## config.mk

```make
export PLATFORM = sky130hd
export DESIGN_NAME = vending_machine_n_flat
export DESIGN_NICKNAME = d
export VERILOG_FILES = /design/src/rtl/vending_machine_n_if.sv /design/src/rtl/vending_machine_n.sv /design/src/flat_wrapper.sv
export SDC_FILE = /design/constraint.sdc
export NUM_CORES = 1
export LEC_CHECK = 0
export CAP_MARGIN = 10
export CORE_MARGIN = 2
export CORE_UTILIZATION = 30
export CTS_CLUSTER_SIZE = 14
export DETAILED_ROUTE_END_ITERATION = 10
export PLACE_DENSITY_LB_ADDON = 0.25
export SETUP_SLACK_MARGIN = 0.3
export SYNTH_ARGS = -nofsm -noshare
export SYNTH_HDL_FRONTEND = slang
export SYNTH_SLANG_ARGS = --single-unit
```

## constraint.sdc

```tcl
create_clock -name clk -period 5.7 [get_ports clk]
set_input_delay 1.425 -clock clk [delete_from_list [all_inputs] [get_ports clk]]
set_output_delay 1.425 -clock clk [all_outputs]
set_load 0.005 [all_outputs]
```

## src/rtl/vending_machine_n_if.sv

```systemverilog
// vending_machine_n_if -- customer and status bundle for vending_machine_n.
//
// Strobe semantics: coin_valid, sel_valid and refund are single-cycle
// strobes sampled on every rising clock edge. There is no ready signal. The
// machine answers every strobe one cycle later, with dispense, sel_error or
// coin_reject, or by changing state.
//
// master: customer side. It drives coin_valid/coin, refund,
//         sel_valid/sel and stock.
// slave : machine side. It drives dispense/dispense_id, credit, state,
//         exact_change_only, the coin_reject/sel_error/change_short/
//         change_valid pulses, the per-transaction *_out change counters
//         and the *_cnt coin inventory.
interface vending_machine_n_if #(
  parameter int NUM_PRODUCTS = 6,
  parameter int CREDIT_W     = 8,
  parameter int CNT_W        = 5
);
  localparam int SEL_W = (NUM_PRODUCTS > 1) ? $clog2(NUM_PRODUCTS) : 1;

  logic                    coin_valid;
  logic [2:0]              coin;
  logic                    refund;
  logic                    sel_valid;
  logic [SEL_W-1:0]        sel;
  logic [NUM_PRODUCTS-1:0] stock;

  logic                    dispense;
  logic [SEL_W-1:0]        dispense_id;
  logic [CREDIT_W-1:0]     credit;
  logic [1:0]              state;
  logic                    exact_change_only;
  logic                    coin_reject;
  logic                    sel_error;
  logic                    change_short;
  logic                    change_valid;
  logic [CNT_W-1:0]        nickel_out;
  logic [CNT_W-1:0]        dime_out;
  logic [CNT_W-1:0]        quarter_out;
  logic [CNT_W-1:0]        half_out;
  logic [CNT_W-1:0]        nickel_cnt;
  logic [CNT_W-1:0]        dime_cnt;
  logic [CNT_W-1:0]        quarter_cnt;
  logic [CNT_W-1:0]        half_cnt;
  logic [CNT_W-1:0]        dollar_cnt;

  modport master (
    output coin_valid, coin, refund, sel_valid, sel, stock,
    input  dispense, dispense_id, credit, state, exact_change_only,
           coin_reject, sel_error, change_short, change_valid,
           nickel_out, dime_out, quarter_out, half_out,
           nickel_cnt, dime_cnt, quarter_cnt, half_cnt, dollar_cnt
  );

  modport slave (
    input  coin_valid, coin, refund, sel_valid, sel, stock,
    output dispense, dispense_id, credit, state, exact_change_only,
           coin_reject, sel_error, change_short, change_valid,
           nickel_out, dime_out, quarter_out, half_out,
           nickel_cnt, dime_cnt, quarter_cnt, half_cnt, dollar_cnt
  );
endinterface

```

## src/rtl/vending_machine_n.sv

```systemverilog
// vending_machine_n -- multi-product vending machine with coin inventory and
// greedy change return. Credit is counted in nickels ($0.05 units).
//
// Ports:
//   clk  : single rising-edge clock
//   rst  : synchronous, active-low reset
//   bus  : vending_machine_n_if.slave. It carries the coin, selection and
//          refund strobes, the stock mask, and every status, pulse and
//          counter output. bus.state exposes the FSM state
//          (IDLE=0, COLLECT=1, CHANGE=2, DONE=3).
//
// Flow: IDLE -> (first coin) COLLECT -> (valid selection or refund) CHANGE
//       -> (credit paid out, or short) DONE -> IDLE.
module vending_machine_n #(
  parameter int NUM_PRODUCTS = 6,
  parameter int CREDIT_W     = 8,
  parameter logic [NUM_PRODUCTS*CREDIT_W-1:0] PRICES = {6{8'd25}},
  parameter int MAX_CREDIT   = 100,
  parameter int CNT_W        = 5,
  parameter int INIT_COUNT   = 20,
  parameter int EXACT_THRESH = 19
) (
  input  logic                 clk,
  input  logic                 rst,
  vending_machine_n_if.slave   bus
);
  localparam int SEL_W = (NUM_PRODUCTS > 1) ? $clog2(NUM_PRODUCTS) : 1;

  localparam logic [CREDIT_W-1:0] V_N   = CREDIT_W'(1);
  localparam logic [CREDIT_W-1:0] V_D   = CREDIT_W'(2);
  localparam logic [CREDIT_W-1:0] V_Q   = CREDIT_W'(5);
  localparam logic [CREDIT_W-1:0] V_H   = CREDIT_W'(10);
  localparam logic [CREDIT_W-1:0] V_DOL = CREDIT_W'(20);

  localparam logic [CREDIT_W:0] MAX_C      = (CREDIT_W+1)'(MAX_CREDIT);
  localparam logic [SEL_W:0]    NUM_PROD_W = (SEL_W+1)'(NUM_PRODUCTS);
  localparam logic [CNT_W:0]    EXACT_TH_W = (CNT_W+1)'(EXACT_THRESH);
  localparam logic [CNT_W-1:0]  INIT_W     = CNT_W'(INIT_COUNT);

  typedef enum logic [1:0] {
    IDLE    = 2'd0,
    COLLECT = 2'd1,
    CHANGE  = 2'd2,
    DONE    = 2'd3
  } state_t;

  state_t state_q, state_d;

  logic [CREDIT_W-1:0] credit_q;
  logic [CNT_W-1:0]    n_cnt, d_cnt, q_cnt, h_cnt, dol_cnt;
  logic [CNT_W-1:0]    n_out, d_out, q_out, h_out;
  logic                dispense_q, coin_reject_q, sel_error_q;
  logic                change_short_q, change_valid_q;
  logic [SEL_W-1:0]    dispense_id_q;

  // Decode results
  logic [CREDIT_W-1:0] coin_val;
  logic                coin_fits;
  logic                coin_accept;
  logic                coin_reject_d;
  logic                do_refund;
  logic                do_sel;
  logic                sel_in_range;
  logic [SEL_W-1:0]    sel_idx;
  logic [CREDIT_W-1:0] price;
  logic                sel_ok;
  logic                sel_error_d;
  logic                exact_only;
  logic                credit_zero;
  logic                pay_h, pay_q, pay_d, pay_n, pay_any;

  function automatic logic [CNT_W-1:0] sat_inc(input logic [CNT_W-1:0] c);
    return (c == '1) ? c : c + 1'b1;
  endfunction

  // State register
  always_ff @(posedge clk) begin
    if (!rst) state_q <= IDLE;
    else      state_q <= state_d;
  end

  // Next-state logic
  always_comb begin
    state_d = state_q;
    case (state_q)
      IDLE:    if (coin_accept) state_d = COLLECT;
      COLLECT: if (do_refund || sel_ok) state_d = CHANGE;
      CHANGE:  if (credit_zero || !pay_any) state_d = DONE;
      DONE:    state_d = IDLE;
      default: state_d = IDLE;
    endcase
  end

  // Output and control decode
  always_comb begin
    case (bus.coin)
      3'b001:  coin_val = V_N;
      3'b010:  coin_val = V_D;
      3'b011:  coin_val = V_Q;
      3'b100:  coin_val = V_H;
      3'b101:  coin_val = V_DOL;
      default: coin_val = '0;
    endcase
    coin_fits = ({1'b0, credit_q} + {1'b0, coin_val}) <= MAX_C;

    // refund beats a selection, and both of them beat a coin.
    do_refund = (state_q == COLLECT) && bus.refund;
    do_sel    = (state_q == COLLECT) && !bus.refund && bus.sel_valid;

    coin_accept = 1'b0;
    if (bus.coin_valid && (coin_val != '0) && coin_fits) begin
      if (state_q == IDLE)
        coin_accept = 1'b1;
      else if (state_q == COLLECT && !bus.refund && !bus.sel_valid)
        coin_accept = 1'b1;
    end
    coin_reject_d = bus.coin_valid && !coin_accept;

    // An out-of-range index is clamped so the price lookup stays in the
    // table. sel_in_range still rejects that selection.
    sel_in_range = {1'b0, bus.sel} < NUM_PROD_W;
    sel_idx      = sel_in_range ? bus.sel : '0;
    price        = PRICES[int'(sel_idx)*CREDIT_W +: CREDIT_W];
    exact_only   = {1'b0, n_cnt} < EXACT_TH_W;
    sel_ok       = do_sel && sel_in_range && bus.stock[sel_idx] &&
                   (credit_q >= price) && !(exact_only && credit_q != price);
    sel_error_d  = do_sel && !sel_ok;

    // Greedy change: the largest coin that fits the remaining credit and is
    // still in stock. Dollars are never paid back.
    credit_zero = (credit_q == '0);
    pay_h   = (credit_q >= V_H) && (h_cnt != '0);
    pay_q   = !pay_h && (credit_q >= V_Q) && (q_cnt != '0);
    pay_d   = !pay_h && !pay_q && (credit_q >= V_D) && (d_cnt != '0);
    pay_n   = !pay_h && !pay_q && !pay_d && (credit_q >= V_N) && (n_cnt != '0);
    pay_any = pay_h || pay_q || pay_d || pay_n;
  end

  // Datapath: credit, inventory, change counters and the registered pulses
  always_ff @(posedge clk) begin
    if (!rst) begin
      credit_q       <= '0;
      n_cnt          <= INIT_W;
      d_cnt          <= INIT_W;
      q_cnt          <= INIT_W;
      h_cnt          <= INIT_W;
      dol_cnt        <= INIT_W;
      n_out          <= '0;
      d_out          <= '0;
      q_out          <= '0;
      h_out          <= '0;
      dispense_q     <= 1'b0;
      dispense_id_q  <= '0;
      coin_reject_q  <= 1'b0;
      sel_error_q    <= 1'b0;
      change_short_q <= 1'b0;
      change_valid_q <= 1'b0;
    end else begin
      dispense_q     <= 1'b0;
      change_short_q <= 1'b0;
      change_valid_q <= 1'b0;
      coin_reject_q  <= coin_reject_d;
      sel_error_q    <= sel_error_d;

      if (coin_accept) begin
        credit_q <= credit_q + coin_val;
        case (bus.coin)
          3'b001:  n_cnt   <= sat_inc(n_cnt);
          3'b010:  d_cnt   <= sat_inc(d_cnt);
          3'b011:  q_cnt   <= sat_inc(q_cnt);
          3'b100:  h_cnt   <= sat_inc(h_cnt);
          default: dol_cnt <= sat_inc(dol_cnt);
        endcase
        // The first coin of a transaction wipes the previous change report.
        if (state_q == IDLE) begin
          n_out <= '0;
          d_out <= '0;
          q_out <= '0;
          h_out <= '0;
        end
      end

      if (sel_ok) begin
        dispense_q    <= 1'b1;
        dispense_id_q <= bus.sel;
        credit_q      <= credit_q - price;
      end

      // change_valid is set on the way into DONE, so it is high during DONE.
      if (state_q == CHANGE) begin
        if (credit_zero) begin
          change_valid_q <= 1'b1;
        end else if (pay_h) begin
          h_cnt    <= h_cnt - 1'b1;
          h_out    <= h_out + 1'b1;
          credit_q <= credit_q - V_H;
        end else if (pay_q) begin
          q_cnt    <= q_cnt - 1'b1;
          q_out    <= q_out + 1'b1;
          credit_q <= credit_q - V_Q;
        end else if (pay_d) begin
          d_cnt    <= d_cnt - 1'b1;
          d_out    <= d_out + 1'b1;
          credit_q <= credit_q - V_D;
        end else if (pay_n) begin
          n_cnt    <= n_cnt - 1'b1;
          n_out    <= n_out + 1'b1;
          credit_q <= credit_q - V_N;
        end else begin
          change_short_q <= 1'b1;
          change_valid_q <= 1'b1;
          credit_q       <= '0;
        end
      end
    end
  end

  assign bus.dispense          = dispense_q;
  assign bus.dispense_id       = dispense_id_q;
  assign bus.credit            = credit_q;
  assign bus.state             = state_q;
  assign bus.exact_change_only = exact_only;
  assign bus.coin_reject       = coin_reject_q;
  assign bus.sel_error         = sel_error_q;
  assign bus.change_short      = change_short_q;
  assign bus.change_valid      = change_valid_q;
  assign bus.nickel_out        = n_out;
  assign bus.dime_out          = d_out;
  assign bus.quarter_out       = q_out;
  assign bus.half_out          = h_out;
  assign bus.nickel_cnt        = n_cnt;
  assign bus.dime_cnt          = d_cnt;
  assign bus.quarter_cnt       = q_cnt;
  assign bus.half_cnt          = h_cnt;
  assign bus.dollar_cnt        = dol_cnt;
endmodule

```

## src/flat_wrapper.sv

```systemverilog
// flat-port wrapper written by rule: the top's interface ports become plain ports
module vending_machine_n_flat 
#(
  parameter int NUM_PRODUCTS = 6,
  parameter int CREDIT_W     = 8,
  parameter logic [NUM_PRODUCTS*CREDIT_W-1:0] PRICES = {6{8'd25}},
  parameter int MAX_CREDIT   = 100,
  parameter int CNT_W        = 5,
  parameter int INIT_COUNT   = 20,
  parameter int EXACT_THRESH = 19
)
  (clk, rst, bus_coin_valid, bus_coin, bus_refund, bus_sel_valid, bus_sel, bus_stock, bus_dispense, bus_dispense_id, bus_credit, bus_state, bus_exact_change_only, bus_coin_reject, bus_sel_error, bus_change_short, bus_change_valid, bus_nickel_out, bus_dime_out, bus_quarter_out, bus_half_out, bus_nickel_cnt, bus_dime_cnt, bus_quarter_cnt, bus_half_cnt, bus_dollar_cnt);
  vending_machine_n_if #(.NUM_PRODUCTS(NUM_PRODUCTS), .CREDIT_W(CREDIT_W), .CNT_W(CNT_W)) bus_i ();
  input  logic clk;
  input  logic rst;
  input wire logic [$bits(bus_i.coin_valid)-1:0] bus_coin_valid;
  input wire logic [$bits(bus_i.coin)-1:0] bus_coin;
  input wire logic [$bits(bus_i.refund)-1:0] bus_refund;
  input wire logic [$bits(bus_i.sel_valid)-1:0] bus_sel_valid;
  input wire logic [$bits(bus_i.sel)-1:0] bus_sel;
  input wire logic [$bits(bus_i.stock)-1:0] bus_stock;
  output wire logic [$bits(bus_i.dispense)-1:0] bus_dispense;
  output wire logic [$bits(bus_i.dispense_id)-1:0] bus_dispense_id;
  output wire logic [$bits(bus_i.credit)-1:0] bus_credit;
  output wire logic [$bits(bus_i.state)-1:0] bus_state;
  output wire logic [$bits(bus_i.exact_change_only)-1:0] bus_exact_change_only;
  output wire logic [$bits(bus_i.coin_reject)-1:0] bus_coin_reject;
  output wire logic [$bits(bus_i.sel_error)-1:0] bus_sel_error;
  output wire logic [$bits(bus_i.change_short)-1:0] bus_change_short;
  output wire logic [$bits(bus_i.change_valid)-1:0] bus_change_valid;
  output wire logic [$bits(bus_i.nickel_out)-1:0] bus_nickel_out;
  output wire logic [$bits(bus_i.dime_out)-1:0] bus_dime_out;
  output wire logic [$bits(bus_i.quarter_out)-1:0] bus_quarter_out;
  output wire logic [$bits(bus_i.half_out)-1:0] bus_half_out;
  output wire logic [$bits(bus_i.nickel_cnt)-1:0] bus_nickel_cnt;
  output wire logic [$bits(bus_i.dime_cnt)-1:0] bus_dime_cnt;
  output wire logic [$bits(bus_i.quarter_cnt)-1:0] bus_quarter_cnt;
  output wire logic [$bits(bus_i.half_cnt)-1:0] bus_half_cnt;
  output wire logic [$bits(bus_i.dollar_cnt)-1:0] bus_dollar_cnt;
  assign bus_i.coin_valid = bus_coin_valid;
  assign bus_i.coin = bus_coin;
  assign bus_i.refund = bus_refund;
  assign bus_i.sel_valid = bus_sel_valid;
  assign bus_i.sel = bus_sel;
  assign bus_i.stock = bus_stock;
  assign bus_dispense = bus_i.dispense;
  assign bus_dispense_id = bus_i.dispense_id;
  assign bus_credit = bus_i.credit;
  assign bus_state = bus_i.state;
  assign bus_exact_change_only = bus_i.exact_change_only;
  assign bus_coin_reject = bus_i.coin_reject;
  assign bus_sel_error = bus_i.sel_error;
  assign bus_change_short = bus_i.change_short;
  assign bus_change_valid = bus_i.change_valid;
  assign bus_nickel_out = bus_i.nickel_out;
  assign bus_dime_out = bus_i.dime_out;
  assign bus_quarter_out = bus_i.quarter_out;
  assign bus_half_out = bus_i.half_out;
  assign bus_nickel_cnt = bus_i.nickel_cnt;
  assign bus_dime_cnt = bus_i.dime_cnt;
  assign bus_quarter_cnt = bus_i.quarter_cnt;
  assign bus_half_cnt = bus_i.half_cnt;
  assign bus_dollar_cnt = bus_i.dollar_cnt;
  vending_machine_n #(.NUM_PRODUCTS(NUM_PRODUCTS), .CREDIT_W(CREDIT_W), .PRICES(PRICES), .MAX_CREDIT(MAX_CREDIT), .CNT_W(CNT_W), .INIT_COUNT(INIT_COUNT), .EXACT_THRESH(EXACT_THRESH)) u_core (.clk(clk), .rst(rst), .bus(bus_i));
endmodule
```

==> qor_table.md, run 1 <==
| Step | Metric | This run |
|---|---|---|
| yosys | Fraction of post-synthesis cell area in the top cell type by area | 0.266 |
| finish | Number of flip-flops in the largest register | 8 |
| yosys | Compound-gate portion of the synthesized area | 0.258 |
| timing | Final Worst Setup Slack | 0.714 ns |
| timing | Fmax | 201 MHz |
| yosys | Main combinational cell family by area after synthesis | simple AND/OR/NAND/NOR gates |
| drt | Final wirelength | 15.7 mm |
| place | Post-detailed-placement cell area | 5770 µm² |
| setup path | Worst reg2reg setup slack | 2.01 ns |
| timing | Worst hold slack | 0.491 ns |
| drt | Total vias in the final route | 5004 |
| setup path | Worst setup endpoint | u_core.bus.quarter_cnt[2] |
| run status | Status | finished, final reports clean |
| finish | Fraction of layout cells with a size suffix above 1 | 0.0728 |
| clocking | TritonCTS clock tree | yes |
| timing | Setup TNS after final layout | 0 ns |
| setup path | Critical Setup Path Class | in2reg |
| yosys | Synth async-reset ratio | 0 |
| timing | Share of the clock period used by the worst path | 0.875 |
| timing | Setup repair after global routing missed its margin | false |
| timing | Minimum period implied by the final worst setup slack | 4.99 ns |
| floorplan | Num rows | 45 |
| power | Power per standard cell area | 516 nW/µm² |
| flow run | Max-capacitance violation count | 0 |
| floorplan | IO Count | 81 |
| min path | Hold crit path type | reg2reg |
| power | Total Power | 3.13 mW |
| setup path | Nature of the critical path startpoint | input port |
| floorplan | Die Y-Extent | 130 µm |
| drt | Post-route ant nets | 0 |
| finish | Most frequent cells in the layout | 80 x sky130_fd_sc_hd__clkdlybuf4s50_1, 63 x sky130_fd_sc_hd__dfxtp_1, 58 x sky130_fd_sc_hd__nor2_1, 55 x sky130_fd_sc_hd__nand2_1, 49 x sky130_fd_sc_hd__a21oi_1 |
| yosys | Number of enable flip-flop cells after synthesis | 0 |
| clocking | TritonCTS Buffers | 9 |
| floorplan | Full die area | 16900 µm² |
| timing | Final worst clock skew | 0.00562 ns |
| yosys | Multiplexer share of the synthesized area | 0.0219 |
| finish | Number of nets at the end of the flow | 734 |
| yosys | Biggest area consumer among synthesized cells | sky130_fd_sc_hd__dfxtp_1 |
| yosys | Number of distinct library cells after synthesis | 79 |
| floorplan | Initial standard-cell utilization of the core | 0.310 |
| yosys | Post-Synthesis Mean Instance Area | 7.78 µm² |
| finish | Final non-filler cell area | 6060 µm² |
| drt | Via-to-Cell Ratio | 5.57 |
| drt | DRC errors left | 0 |
| finish | Fillers | 1594 |
| timing | Final setup violation count | 0 |
| setup path | Reg-to-reg critical path endpoint | u_core.bus.nickel_cnt[3] |
| yosys | Post-synthesis sequential element count | 63 |
| setup path | Arrival @ worst endpoint | 5.21 ns |
| finish | Most frequent standard cell in the layout excluding fill and tap cells | sky130_fd_sc_hd__clkdlybuf4s50_1 |
| setup path | Start point of the critical path | bus_coin[2] |
| clocking | Post-CTS Hold Fix Bufs | 0 |
| clocking | Clock edge transition at the registers on the reported setup and hold paths | 0.05 ns |
| floorplan | Die Width | 130 µm |
| setup path | R2r startpoint | u_core.bus.credit[2] |
| global route | Total overflow reported by the global router | 0 |
| place | Post-Place Setup Slack | 0.409 ns |
| setup path | Max FO, Critical Path | 7 |
| yosys | Area of the mapped netlist | 4750 µm² |
| global route | Largest net degree at the start of global routing | 27 |
| timing | Final-report max-slew violation count | 0 |
| global route | Number of antenna violations at the first check in global routing | 0 |
| setup path | Required @ worst endpoint | 5.93 ns |
| global route | Vias in the first global route | 4562 |
| drt | Routed wire length per instance | 17.5 µm |
| clocking | Clock insertion delay at the later pin of the skew report | 0.34 ns |
| setup path | Critical path endpoint category | flop |
| power | Static Leak | 2.24 nW |
| place | Number of port buffers | 80 |
| yosys | Synthesized netlist cell count | 610 |
| power | IR drop worst, VDD | 0.000253 V |
| place | HPWL after detailed placement | 11.6 mm |
| timing | Hold Violations, Final | 0 |
| setup path | Depth of the most critical reg-to-reg path | 10 |
| yosys | Share of the synthesized netlist area taken by xor and xnor gates | 0.0406 |
| clocking | Setup repair bufs after CTS | 0 |
| yosys | Number of synthesis warnings | 0 |
| clocking | Clock root cell | sky130_fd_sc_hd__clkbuf_16 |
| drt | Iter 0 DRT Violations | 544 |
| yosys | Leading post-synthesis cells by cell area | sky130_fd_sc_hd__dfxtp_1 27%, sky130_fd_sc_hd__ha_1 9.0%, sky130_fd_sc_hd__a21oi_1 5.2% |
| clocking | CTS sink count | 63 |
| drt | Count of TritonRoute iterations in the first routing pass | 6 |
| timing | Relative slew slack | 0.474 |
| finish | # diodes | 0 |
| yosys | Share of synthesized area occupied by flip-flops and latches | 0.266 |
| yosys | Fraction of the mapped netlist area in simple logic gates | 0.275 |
| place | Gpl congestion | 0.902 |
| global route | Global-route wire length before repair | 24.4 mm |
| global route | Global-route total usage across every layer | 0.186 |
| clocking | Maximum clock path buffer count | 2 |
| yosys | Share of synthesized cell area in full adder, half adder and majority cells | 0.0938 |
| floorplan | Core Region | 15300 µm² |
| yosys | Commonest register cell after synthesis | sky130_fd_sc_hd__dfxtp_1 |
| timing | Worst slew pin tran | 0.788 ns |
| clocking | Number of H-tree branching levels | 3 |
| finish | P&R area growth vs syn | 27.6% |
| clocking | Count of instances resized after the clock tree is built | 0 |
## logic make-up (layout without fill, tap and decap cells)
logic type / after synthesis / in the layout
AO/OA/AOI/OAI: 181 / 181
XOR/XNOR: 22 / 22
adder cells (fa/ha/maj): 35 / 35
buffers and inverters: 50 / 126
flip-flops: 63 / 63
multiplexers: 9 / 9
other: 2 / 3
AND/OR/NAND/NOR: 248 / 248
## worst max-delay path, cell delays in order
cell and delay (ns):
sky130_fd_sc_hd__clkdlybuf4s50_1 0.58, sky130_fd_sc_hd__nand2b_1 0.19, sky130_fd_sc_hd__inv_1 0.14, sky130_fd_sc_hd__ha_1 0.24, sky130_fd_sc_hd__fa_1 0.41, sky130_fd_sc_hd__a211oi_1 0.35, sky130_fd_sc_hd__o21bai_1 0.17, sky130_fd_sc_hd__xor2_1 0.16
sky130_fd_sc_hd__a31oi_1 0.38, sky130_fd_sc_hd__o211a_1 0.21, sky130_fd_sc_hd__nand4_1 0.25, sky130_fd_sc_hd__or3_1 0.44, sky130_fd_sc_hd__a31o_2 0.24
## stage by stage
| step | std cells | utilization |
|---|---|---|
| after floorplan | 611 | - |
| after global placement | 882 | 0.377 |
| after detailed placement | 882 | 0.377 |
| after CTS | 898 | 0.396 |
| after global routing | 898 | 0.396 |
| final | 898 | 0.396 |
## layout make-up
cell class	instances	area [µm²]	area share
Inverter	19	71.3	0.0118
Sequential cell	63	1260	0.208
Clock inverter	3	42.5	0.00702
Tap cell	211	264	0.0436
Timing Repair Buffer	91	883	0.146
Clock buffer	13	250	0.0413
Multi-Input combinational cell	498	3290	0.542
## per-layer routing
layer	vias up	global-route usage	routed length, µm
met5	-	0	0
met4	0	0.0658	345
met3	26	0.0316	971
met2	188	0.299	7270
met1	2375	0.253	7140
li1	2415	-	-
## Yosys cell counts, types with 4 or more instances
master and instances:
sky130_fd_sc_hd__a31oi_1 17, sky130_fd_sc_hd__ha_1 34, sky130_fd_sc_hd__a21oi_1 49, sky130_fd_sc_hd__xor2_1 12
sky130_fd_sc_hd__a211oi_1 11, sky130_fd_sc_hd__dfxtp_1 63, sky130_fd_sc_hd__or3_1 13, sky130_fd_sc_hd__nor2_1 58
sky130_fd_sc_hd__o311a_1 4, sky130_fd_sc_hd__clkbuf_1 24, sky130_fd_sc_hd__nand2b_1 5, sky130_fd_sc_hd__and2_1 5
sky130_fd_sc_hd__xnor2_1 10, sky130_fd_sc_hd__o2111ai_1 4, sky130_fd_sc_hd__o311ai_0 4, sky130_fd_sc_hd__nor2b_1 6
sky130_fd_sc_hd__nand2_1 55, sky130_fd_sc_hd__buf_2 4, sky130_fd_sc_hd__o211ai_1 6, sky130_fd_sc_hd__nor4b_1 6
sky130_fd_sc_hd__and3_1 7, sky130_fd_sc_hd__nor3_1 20, sky130_fd_sc_hd__nand3_1 33, sky130_fd_sc_hd__o21ai_0 37
sky130_fd_sc_hd__mux2i_1 7, sky130_fd_sc_hd__nor4_1 4, sky130_fd_sc_hd__nand4_1 10, sky130_fd_sc_hd__a31o_2 4
sky130_fd_sc_hd__inv_1 19, sky130_fd_sc_hd__a21o_1 8
## power breakdown
part	total, mW	internal [mW]	switching (mW)
Sequential	0.638	0.494	0.144
Combinational	1.94	0.752	1.19
Clock	0.548	0.350	0.198
Total	3.13	1.60	1.53
## worst min-delay path by stage
stage | slack, ns | start | cells past startpoint | end
2_1_floorplan | 0.46 | u_core.bus.nickel_out[3] | 1 | u_core.bus.nickel_out[3]
3_3_place_gp | 0.47 | u_core.bus.dispense_id[0] | 2 | u_core.bus.dispense_id[0]
3_5_place_dp | 0.49 | u_core.bus.dispense_id[1] | 2 | u_core.bus.dispense_id[1]
4_1_cts | 0.50 | u_core.bus.nickel_out[3] | 1 | u_core.bus.nickel_out[3]
5_1_grt | 0.52 | u_core.bus.credit[3] | 2 | u_core.bus.credit[3]
6_report | 0.49 | u_core.bus.nickel_out[3] | 1 | u_core.bus.nickel_out[3]
(Power assumes the default switching activity.)
==> inputs of run 2 (changes only) <==
- PLACE_DENSITY: unset -> 0.48
- PLACE_DENSITY_LB_ADDON: 0.25 -> unset
==> run 2 against run 1 <==
  * Sequential power up 1%
  * Register-to-register slack about the same
  * Maximum frequency rose by 0.71%
  * Clock power up 3.6%
  * Clock skew increased by 0.00052 ns
  * Flip-flop and latch count unchanged
  * Die area stayed put
  * Count of clock-buffer cells in the layout down 3
  * Via count decreased by 0.58%
  * Cell area rose by 0.23%
  * Largest power group unchanged
==> qor_table.md, run 2 (synthesized netlist as in run 1, its figures left out) <==
| Step | Metric | This run | vs previous |
|---|---|---|---|
| setup path | Max FO, Critical Path | 16 | +9 |
| setup path | Nature of the critical path startpoint | input port |  |
| timing | Share of the clock period used by the worst path | 0.869 | -0.00616 |
| finish | Final non-filler cell area | 6070 µm² | +0.23% |
| clocking | Post-CTS Hold Fix Bufs | 0 | unchanged |
| setup path | Critical Path Max Stage Delay | 0.58 ns | about the same |
| setup path | Critical Setup Path Class | in2reg |  |
| setup path | Depth of the most critical reg-to-reg path | 10 | unchanged |
| clocking | Setup repair bufs after CTS | 0 | unchanged |
| timing | Final setup violation count | 0 | unchanged |
| finish | Most frequent standard cell in the layout excluding fill and tap cells | sky130_fd_sc_hd__clkdlybuf4s50_1 |  |
| clocking | Clock edge transition at the registers on the reported setup and hold paths | 0.06 ns | about the same |
| timing | Relative slew slack | 0.438 | -0.0363 |
| drt | Post-route ant nets | 0 | unchanged |
| setup path | Critical path endpoint category | flop |  |
| place | HPWL after detailed placement | 11.7 mm | +0.71% |
| finish | Number of nets at the end of the flow | 735 | +0.14% |
| setup path | Worst setup endpoint | u_core.bus.nickel_cnt[1] |  |
| flow run | Max-capacitance violation count | 0 | unchanged |
| global route | Largest net degree at the start of global routing | 34 | +26% |
| global route | Vias in the first global route | 4637 | +1.6% |
| finish | Fraction of layout cells with a size suffix above 1 | 0.0785 | +0.00571 |
| setup path | Start point of the critical path | bus_coin[2] |  |
| floorplan | Die Width | 130 µm | unchanged |
| drt | DRC errors left | 0 | unchanged |
| drt | Via-to-Cell Ratio | 5.53 | -0.69% |
| drt | Final wirelength | 16.1 mm | +2.3% |
| global route | Number of antenna violations at the first check in global routing | 0 | unchanged |
| setup path | Cell with the largest stage delay on the worst path | sky130_fd_sc_hd__clkdlybuf4s50_1 |  |
| place | Number of port buffers | 80 | unchanged |
| clocking | Number of H-tree branching levels | 3 | unchanged |
| setup path | Reg-to-reg critical path endpoint | u_core.bus.nickel_cnt[3] |  |
| drt | Total vias in the final route | 4975 | -0.58% |
| min path | Hold crit path type | reg2reg |  |
| floorplan | Die Y-Extent | 130 µm | unchanged |
| finish | # diodes | 0 | unchanged |
| timing | Hold Violations, Final | 0 | unchanged |
| floorplan | Num rows | 45 | unchanged |
| power | Static Leak | 2.25 nW | +0.26% |
| clocking | TritonCTS clock tree | yes |  |
| finish | Number of flip-flops in the largest register | 8 | unchanged |
| setup path | Series of cell instances along the critical path | clkdlybuf4s50_1 -> nand2b_1 -> inv_1 -> ha_1 -> fa_1 -> a211oi_1 -> o21bai_1 -> xor2_1 -> a31oi_1 -> o211a_1 -> buf_4 -> nand4b_1 -> a21o_1 -> a211oi_1 |  |
| setup path | Worst reg2reg setup slack | 2.00 ns | about the same |
| clocking | TritonCTS Buffers | 9 | unchanged |
| clocking | Maximum clock path buffer count | 2 | unchanged |
| floorplan | Full die area | 16900 µm² | unchanged |
| global route | Global-route wire length before repair | 25.5 mm | +4.5% |
| clocking | Clock insertion delay at the later pin of the skew report | 0.35 ns | about the same |
| floorplan | IO Count | 81 | unchanged |
| setup path | Arrival @ worst endpoint | 5.22 ns | about the same |
| place | Post-Place Setup Slack | 0.456 ns | +0.0475 ns |
| timing | Worst slew pin tran | 0.843 ns | +0.0547 ns |
| timing | Fmax | 202 MHz | +0.71% |
| power | Power per standard cell area | 519 nW/µm² | +0.60% |
| place | Gpl congestion | 0.880 | -2.4% |
| run status | Status | finished, final reports clean |  |
| global route | Global-route total usage across every layer | 0.195 | +0.00819 |
| finish | P&R area growth vs syn | 27.9% |  |
| setup path | R2r startpoint | u_core.bus.credit[2] |  |
| drt | Iter 0 DRT Violations | 260 | -52% |
| finish | Post-layout utilization of the core | 0.397 | +0.000899 |
| timing | Final Worst Setup Slack | 0.749 ns | +0.0351 ns |
| timing | Worst hold slack | 0.490 ns | -0.000507 ns |
| clocking | Count of instances resized after the clock tree is built | 0 | unchanged |
| drt | Count of TritonRoute iterations in the first routing pass | 4 | -2 |
| finish | Most frequent cells in the layout | 80 x sky130_fd_sc_hd__clkdlybuf4s50_1, 63 x sky130_fd_sc_hd__dfxtp_1, 58 x sky130_fd_sc_hd__nor2_1, 55 x sky130_fd_sc_hd__nand2_1, 49 x sky130_fd_sc_hd__a21oi_1 |  |
| global route | Total overflow reported by the global router | 0 | unchanged |
| place | Post-detailed-placement cell area | 5770 µm² | +0.13% |
| timing | Setup TNS after final layout | 0 ns | unchanged |
| clocking | CTS sink count | 63 | unchanged |
| power | IR drop worst, VDD | 0.000392 V | +55% |
| timing | Final worst clock skew | 0.00615 ns | +0.000524 ns |
| timing | Setup repair after global routing missed its margin | false |  |
| setup path | Crit-path most repeated cell | sky130_fd_sc_hd__a211oi_1 |  |
| finish | Number of non-filler instances in the completed layout | 899 | +0.11% |
| place | Inst Count DP | 883 | +0.11% |
| min path | Worst Hold Path Cells | 1 | unchanged |
| floorplan | Core Region | 15300 µm² | unchanged |
| drt | Routed wire length per instance | 17.9 µm | +2.2% |
| floorplan | Initial standard-cell utilization of the core | 0.310 | unchanged |
| timing | Minimum period implied by the final worst setup slack | 4.95 ns | -0.0351 ns |
| clocking | Clock root cell | sky130_fd_sc_hd__clkbuf_16 |  |
| power | Total Power | 3.15 mW | +0.83% |
| setup path | Required @ worst endpoint | 5.97 ns | +0.04 ns |
| timing | Final-report max-slew violation count | 0 | unchanged |
[run 2: routing by layer]
layer,global-route usage,share of wire,up-vias
met5,0,0,-
met4,0.0708,0.021,0
met3,0.0373,0.059,25
met2,0.300,0.45,161
met1,0.270,0.47,2370
li1,-,-,2419
[run 2: report_power, final]
group	switching [mW]	total (mW)	internal (mW)
Clock	0.220	0.568	0.348
Combinational	1.18	1.94	0.755
Sequential	0.154	0.647	0.493
Total	1.56	3.15	1.60
[run 2: cell type report]
type / count / area (µm²)
clock inverters: 6 / 60.1
fillers: 1625 / 9240
flip-flops and latches: 63 / 1260
well taps: 211 / 264
inverters: 19 / 71.3
multi-input cells: 498 / 3290
repair buffers: 92 / 891
clock buffers: 10 / 239
[run 2: critical path: cells and delay by family]
kind | cells | cell delay, ns
compound gates | 6 | 1.55
fa+ha+maj | 2 | 0.66
buf+inv | 3 | 0.96
xor+xnor | 1 | 0.17
simple gates | 2 | 0.46
[run 2: worst min path at each step]
stage | from | to | slack [ns]
6_report | u_core.bus.nickel_out[3] | u_core.bus.nickel_out[3] | 0.49
2_1_floorplan | u_core.bus.nickel_out[3] | u_core.bus.nickel_out[3] | 0.46
4_1_cts | u_core.bus.nickel_out[3] | u_core.bus.nickel_out[3] | 0.49
3_5_place_dp | u_core.bus.nickel_out[3] | u_core.bus.nickel_out[3] | 0.49
3_3_place_gp | u_core.bus.dispense_id[2] | u_core.bus.dispense_id[2] | 0.48
5_1_grt | u_core.bus.dime_out[4] | u_core.bus.dime_out[4] | 0.53
